### src/rtl/wdt_pkg.sv
// Watchdog controller shared types.
// State encoding and default kick key.
package wdt_pkg;

  typedef enum logic [1:0] {
    ST_DIS  = 2'd0,
    ST_RUN  = 2'd1,
    ST_WARN = 2'd2,
    ST_BITE = 2'd3
  } wdt_state_e;

  localparam logic [15:0] WDT_KEY = 16'hA55A;

endpackage

### src/rtl/wdt_counter.sv
// Watchdog up-counter.
// Clear wins over enable; holds otherwise.
module wdt_counter #(
  parameter int W = 32
) (
  input  logic         clk,
  input  logic         rst_n,
  input  logic         en,
  input  logic         clr,
  output logic [W-1:0] cnt
);

  // count register
  always_ff @(posedge clk or negedge rst_n) begin
    if (!rst_n) begin
      cnt <= '0;
    end else if (clr) begin
      cnt <= '0;
    end else if (en) begin
      cnt <= cnt + W'(1);
    end
  end

endmodule

### src/rtl/wdt_ctrl.sv
// Watchdog controller: config lock, keyed
// windowed kick, warn and bite thresholds.
module wdt_ctrl
  import wdt_pkg::*;
#(
  parameter int          CNT_W = 32,
  parameter logic [15:0] KEY   = WDT_KEY
) (
  input  logic             clk,
  input  logic             rst_n,
  input  logic             cfg_valid,
  output logic             cfg_ready,
  input  logic             cfg_en,
  input  logic [CNT_W-1:0] cfg_win,
  input  logic [CNT_W-1:0] cfg_warn,
  input  logic [CNT_W-1:0] cfg_bite,
  input  logic             kick,
  input  logic [15:0]      kick_key,
  output logic [1:0]       state,
  output logic [CNT_W-1:0] cnt,
  output logic             warn_irq,
  output logic             bite,
  output logic             kick_err,
  output logic             cfg_err
);

  wdt_state_e       state_q, state_d;
  logic [CNT_W-1:0] win_q, warn_q, bite_q;
  logic             kerr_d, cerr_d;
  logic             cfg_load, cnt_clr, cnt_en;
  logic             cfg_fire, cfg_legal;
  logic             key_ok, kick_ok, kick_win, kick_bad;

  assign cfg_ready = (state_q == ST_DIS);
  assign cfg_fire  = cfg_valid & cfg_ready;
  assign cfg_legal = (cfg_win <= cfg_warn) &&
                     (cfg_warn < cfg_bite) &&
                     (cfg_bite != '0);

  assign key_ok   = kick && (kick_key == KEY);
  assign kick_ok  = key_ok && (cnt >= win_q);
  assign kick_win = key_ok && (cnt < win_q);
  assign kick_bad = kick && (kick_key != KEY);

  assign state    = state_q;
  assign warn_irq = (state_q == ST_WARN);
  assign bite     = (state_q == ST_BITE);

  wdt_counter #(.W(CNT_W)) u_cnt (
    .clk   (clk),
    .rst_n (rst_n),
    .en    (cnt_en),
    .clr   (cnt_clr),
    .cnt   (cnt)
  );

  // next state, counter control and error pulses
  always_comb begin
    state_d  = state_q;
    kerr_d   = 1'b0;
    cerr_d   = 1'b0;
    cfg_load = 1'b0;
    cnt_clr  = 1'b0;
    cnt_en   = 1'b0;
    unique case (state_q)
      ST_DIS: begin
        if (cfg_fire) begin
          if (cfg_legal) begin
            cfg_load = 1'b1;
            if (cfg_en) begin
              state_d = ST_RUN;
              cnt_clr = 1'b1;
            end
          end else begin
            cerr_d = 1'b1;
          end
        end
      end
      ST_RUN, ST_WARN: begin
        unique case (1'b1)
          kick_ok: begin
            state_d = ST_RUN;
            cnt_clr = 1'b1;
          end
          kick_win: begin
            kerr_d  = 1'b1;
            state_d = ST_BITE;
          end
          default: begin
            kerr_d = kick_bad;
            if (cnt == bite_q) begin
              state_d = ST_BITE;
            end else begin
              cnt_en = 1'b1;
              if (state_q == ST_RUN && cnt == warn_q)
                state_d = ST_WARN;
            end
          end
        endcase
      end
      ST_BITE: begin
        state_d = ST_BITE;
      end
    endcase
  end

  // state, thresholds and error pulse registers
  always_ff @(posedge clk or negedge rst_n) begin
    if (!rst_n) begin
      state_q  <= ST_DIS;
      win_q    <= '0;
      warn_q   <= '0;
      bite_q   <= '0;
      kick_err <= 1'b0;
      cfg_err  <= 1'b0;
    end else begin
      state_q  <= state_d;
      kick_err <= kerr_d;
      cfg_err  <= cerr_d;
      if (cfg_load) begin
        win_q  <= cfg_win;
        warn_q <= cfg_warn;
        bite_q <= cfg_bite;
      end
    end
  end

endmodule

### config.mk
export PLATFORM = sky130hd
export DESIGN_NAME = wdt_ctrl
export DESIGN_NICKNAME = d
export VERILOG_FILES = /design/src/rtl/wdt_pkg.sv /design/src/rtl/wdt_counter.sv /design/src/rtl/wdt_ctrl.sv
export SDC_FILE = /design/constraint.sdc
export NUM_CORES = 1
export LEC_CHECK = 0
export CORE_ASPECT_RATIO = 0.75
export CORE_MARGIN = 2
export CORE_UTILIZATION = 50
export CTS_BUF_LIST = sky130_fd_sc_hd__clkbuf_4 sky130_fd_sc_hd__clkbuf_8
export DETAILED_ROUTE_END_ITERATION = 10
export PLACE_DENSITY = 0.74
export SLEW_MARGIN = 25
export SYNTH_ARGS = -nofsm -noshare
export SYNTH_HDL_FRONTEND = slang
export SYNTH_SLANG_ARGS = --single-unit
### constraint.sdc
create_clock -name clk -period 3.7 [get_ports clk]
set_clock_uncertainty 0.1 [all_clocks]
set_input_delay 1.11 -clock clk [delete_from_list [all_inputs] [get_ports clk]]
set_output_delay 1.11 -clock clk [all_outputs]
set_load 0.005 [all_outputs]
==> results.sh <==
export IMPL_status="complete, but fails checks"
export IMPL_failed_checks="setup timing"
export IMPL_max_slew_margin_pct=32.7
export IMPL_io_buffers=155
export IMPL_hold_path_class="reg -> reg"
export IMPL_gp_congestion=0.922
export IMPL_via_per_inst=5.71
export IMPL_crit_type="in -> reg"
export IMPL_initial_core_util_pct=50.8
export IMPL_grt_max_degree=60
export IMPL_wire_per_inst_um=20.8
export IMPL_yosysTopAreaCell="dfrtp_1"
export IMPL_diodes=0
export IMPL_drt_first_pass_iters=5
export IMPL_ant_nets=0
export IMPL_required_ns=3.95
export IMPL_drtIter0Drc=732
export IMPL_crit_chain="clkdlybuf4s50_1 -> ha_1 -> nand4_1 -> nor3_1 -> a221oi_1 -> o21ai_1 -> a21o_1 -> or3_4 -> buf_4 -> buf_12 -> mux2_2"
export IMPL_total_power_mw=6.61
export IMPL_crit_family="buffers and inverters"
export IMPL_switching_share_pct=34.8
export IMPL_slowest_delay_ns=0.56
export IMPL_htree_levels=4
export IMPL_post_place_ws_ns=-0.751
export IMPL_multi_input_area_sq_mm=0.00546
export IMPL_endpoint_kind="register"
export IMPL_worstMarginPinSlew_ns=1.01
export IMPL_layout_commonest_cell="dfrtp_1"
export IMPL_async_reset_ff_share_pct=100
export IMPL_slowest_stage="clkdlybuf4s50_1"
export IMPL_fp_dieW_um=158
export IMPL_synth_cell_types=52
export IMPL_grt_pass1_wl_um=42600
export IMPL_synthCells=875
export IMPL_fp_dieH_um=120
export IMPL_fp_dieArea_sq_mm=0.0189
export IMPL_clock_latency_ns=0.47
export IMPL_setup_violations=50
export IMPL_crit_path_start_kind="primary input"
export IMPL_ios=156
export IMPL_fmax_mhz=268
export IMPL_synth_area_leaders="dfrtp_1 37%, ha_1 14%, mux2_2 7.1%"
export IMPL_syn_area_sq_mm=0.00892
export IMPL_grtUsageTotal_pct=30.3
export IMPL_area_growth_synth_to_final_pct=41.4
export IMPL_cts_sinks=132
export IMPL_synth_fp_nets=1092
export IMPL_path_clk_slew_ns=0.07
export IMPL_worstPathArrival_ns=3.98
export IMPL_core_area_sq_mm=0.0176
export IMPL_hold_viol=0
export IMPL_p_leak_nw=6.26
export IMPL_pwr_share_clk_pct=20.9
export IMPL_antenna_found_initial=0
export IMPL_cellPowerDensity_mw_per_mm2=524
export IMPL_p_seq_share_pct=38.2
export IMPL_final_cell_mix="132 x dfrtp_1, 116 x buf_4, 111 x inv_1, 92 x clkdlybuf4s50_1, 78 x ha_1"
export IMPL_synth_area_per_cell_sq_um=10.2
export IMPL_yosysTopAreaCellShare_pct=37.0
export IMPL_synthFlopType="dfrtp_1"
export IMPL_vdd_ir_drop_worst_v=0.000299
export IMPL_cts_tree="built"
export IMPL_drc=0
export IMPL_grt_pass1_vias=7843
export IMPL_fillers=1237
export IMPL_fin_ws_ns=-0.0349
export IMPL_synth_edf_count=0
export IMPL_cts_root_buf="clkbuf_8"
export IMPL_finalCriticalPeriod_ns=3.73
export IMPL_ys_seq_area_share_pct=37.0
export IMPL_std_cell_rows=42
export IMPL_critPathBufInv=3
export IMPL_numCtsBuffers=17
export IMPL_yosysWarningCount=0
export IMPL_drive_gt1_share_pct=26.7
export IMPL_finalCritPeriodShare_pct=101
export IMPL_cts_hold_buf=0
export IMPL_regArea_sq_mm=0.00330
export IMPL_routed_via_count=7979
export IMPL_power_switching_mw=2.30
export IMPL_slew_viol_final=0
export IMPL_clock_path_buffers=2
export IMPL_gr_total_overflow=0
export IMPL_wl_um=29000
export IMPL_nets=1360
export IMPL_p_comb_share_pct=40.9
export IMPL_place_hpwl_um=21700
export IMPL_p_int_mw=4.31
export IMPL_ys_ff_latch=132
export IMPL_cap_viol_max_count=0
export IMPL_cp_max_fo=21
per-layer routing:
metal	part of all wire [%]	up-vias	global-route usage, %
li1	-	3610	-
met3	9.5	75	7.84
met4	2.9	0	10.4
met5	0	-	0
met1	44	3842	42.9
met2	44	452	45.2
synthesized netlist by cell type, types with 4 or more instances:
cell,instances
a21o_1,6
buf_6,5
nand4_1,35
nor4bb_1,4
and4_1,4
clkbuf_1,19
dfrtp_1,132
ha_1,100
xnor2_1,63
a211oi_1,4
o21a_1,4
nand2b_1,4
nor2_1,19
nor4_1,25
buf_2,8
mux2_2,56
a21oi_1,70
xor2_1,28
mux2_4,39
nand3_1,16
inv_1,119
nand2_1,38
and3_1,4
nor3_1,21
o21ai_0,13
power by group through the flow:
stage	Combinational (mW)	Sequential [mW]	Clock, mW
final	2.70	2.53	1.38
after global routing	2.95	2.58	1.45
after CTS	2.61	2.50	1.39
after detailed placement	2.57	2.52	0
after global placement	2.48	2.49	0
after floorplan	1.75	2.35	0
area by class of cell:
class,instances,area share [%]
tap,242,2.40
inverter,119,3.54
timing repair buffer,281,21.2
clock inverter,9,1.20
multi-input combinational,592,43.2
clock buffer,22,2.30
sequential,132,26.2
final timing paths:
path / startpoint / end / slack (ns) / cells after the start
setup / recovery: cfg_win[26] / bite_q[19]$_DFFE_PN0P_ / -0.03 / 11
hold / removal: win_q[28]$_DFFE_PN0P_ / win_q[28]$_DFFE_PN0P_ / 0.41 / 1
setup reg to reg: u_cnt.cnt[22]$_DFFE_PN0P_ / u_cnt.cnt[12]$_DFFE_PN0P_ / 0.46 / 10
hold reg to reg: win_q[28]$_DFFE_PN0P_ / win_q[28]$_DFFE_PN0P_ / 0.41 / 1
max in group asynchronous: rst_n / warn_q[8]$_DFFE_PN0P_ / 2.16 / 2
min in group asynchronous: rst_n / u_cnt.cnt[18]$_DFFE_PN0P_ / 0.63 / 1
cell families after synthesis:
logic type / share of synthesized area, %
and+or+nand+nor: 10.7
buffers and inverters: 6.88
DFF: 37.0
AOI/OAI and AO/OA: 8.57
adders and majority gates: 14.0
muxes: 13.9
xor gates and xnor gates: 8.93
per-stage QoR:
stage | TNS (ns) | utilization, % | cell area [sq um] | std cells | hold slack (ns)
after CTS | 0 | 69.2 | 12100 | 1393 | 0.415
after detailed placement | -92.19 | 65.7 | 11500 | 1354 | 0.402
after global placement | -81.75 | 65.7 | 11500 | 1354 | 0.399
after global routing | -5.63 | 71.9 | 12600 | 1397 | 0.423
final | -0.777 | 71.9 | 12600 | 1397 | 0.414
after floorplan | 0 | - | 8920 | 875 | 0.379
registers in the layout (all words and copies together), names as in the netlist:
| register | count |
|---|---|
| warn_q | 32 |
| kick_err | 1 |
| u_cnt.cnt | 32 |
| win_q | 32 |
| cfg_err | 1 |
| state | 2 |
| bite_q | 32 |
timing repair:
action	CTS	global route
resized for setup	52	86
endpoints found under the setup margin	128	127
gates cloned	3	0
pin swaps	13	34
buffers inserted	6	4
No activity file was read; power rests on OpenSTA's default activity.
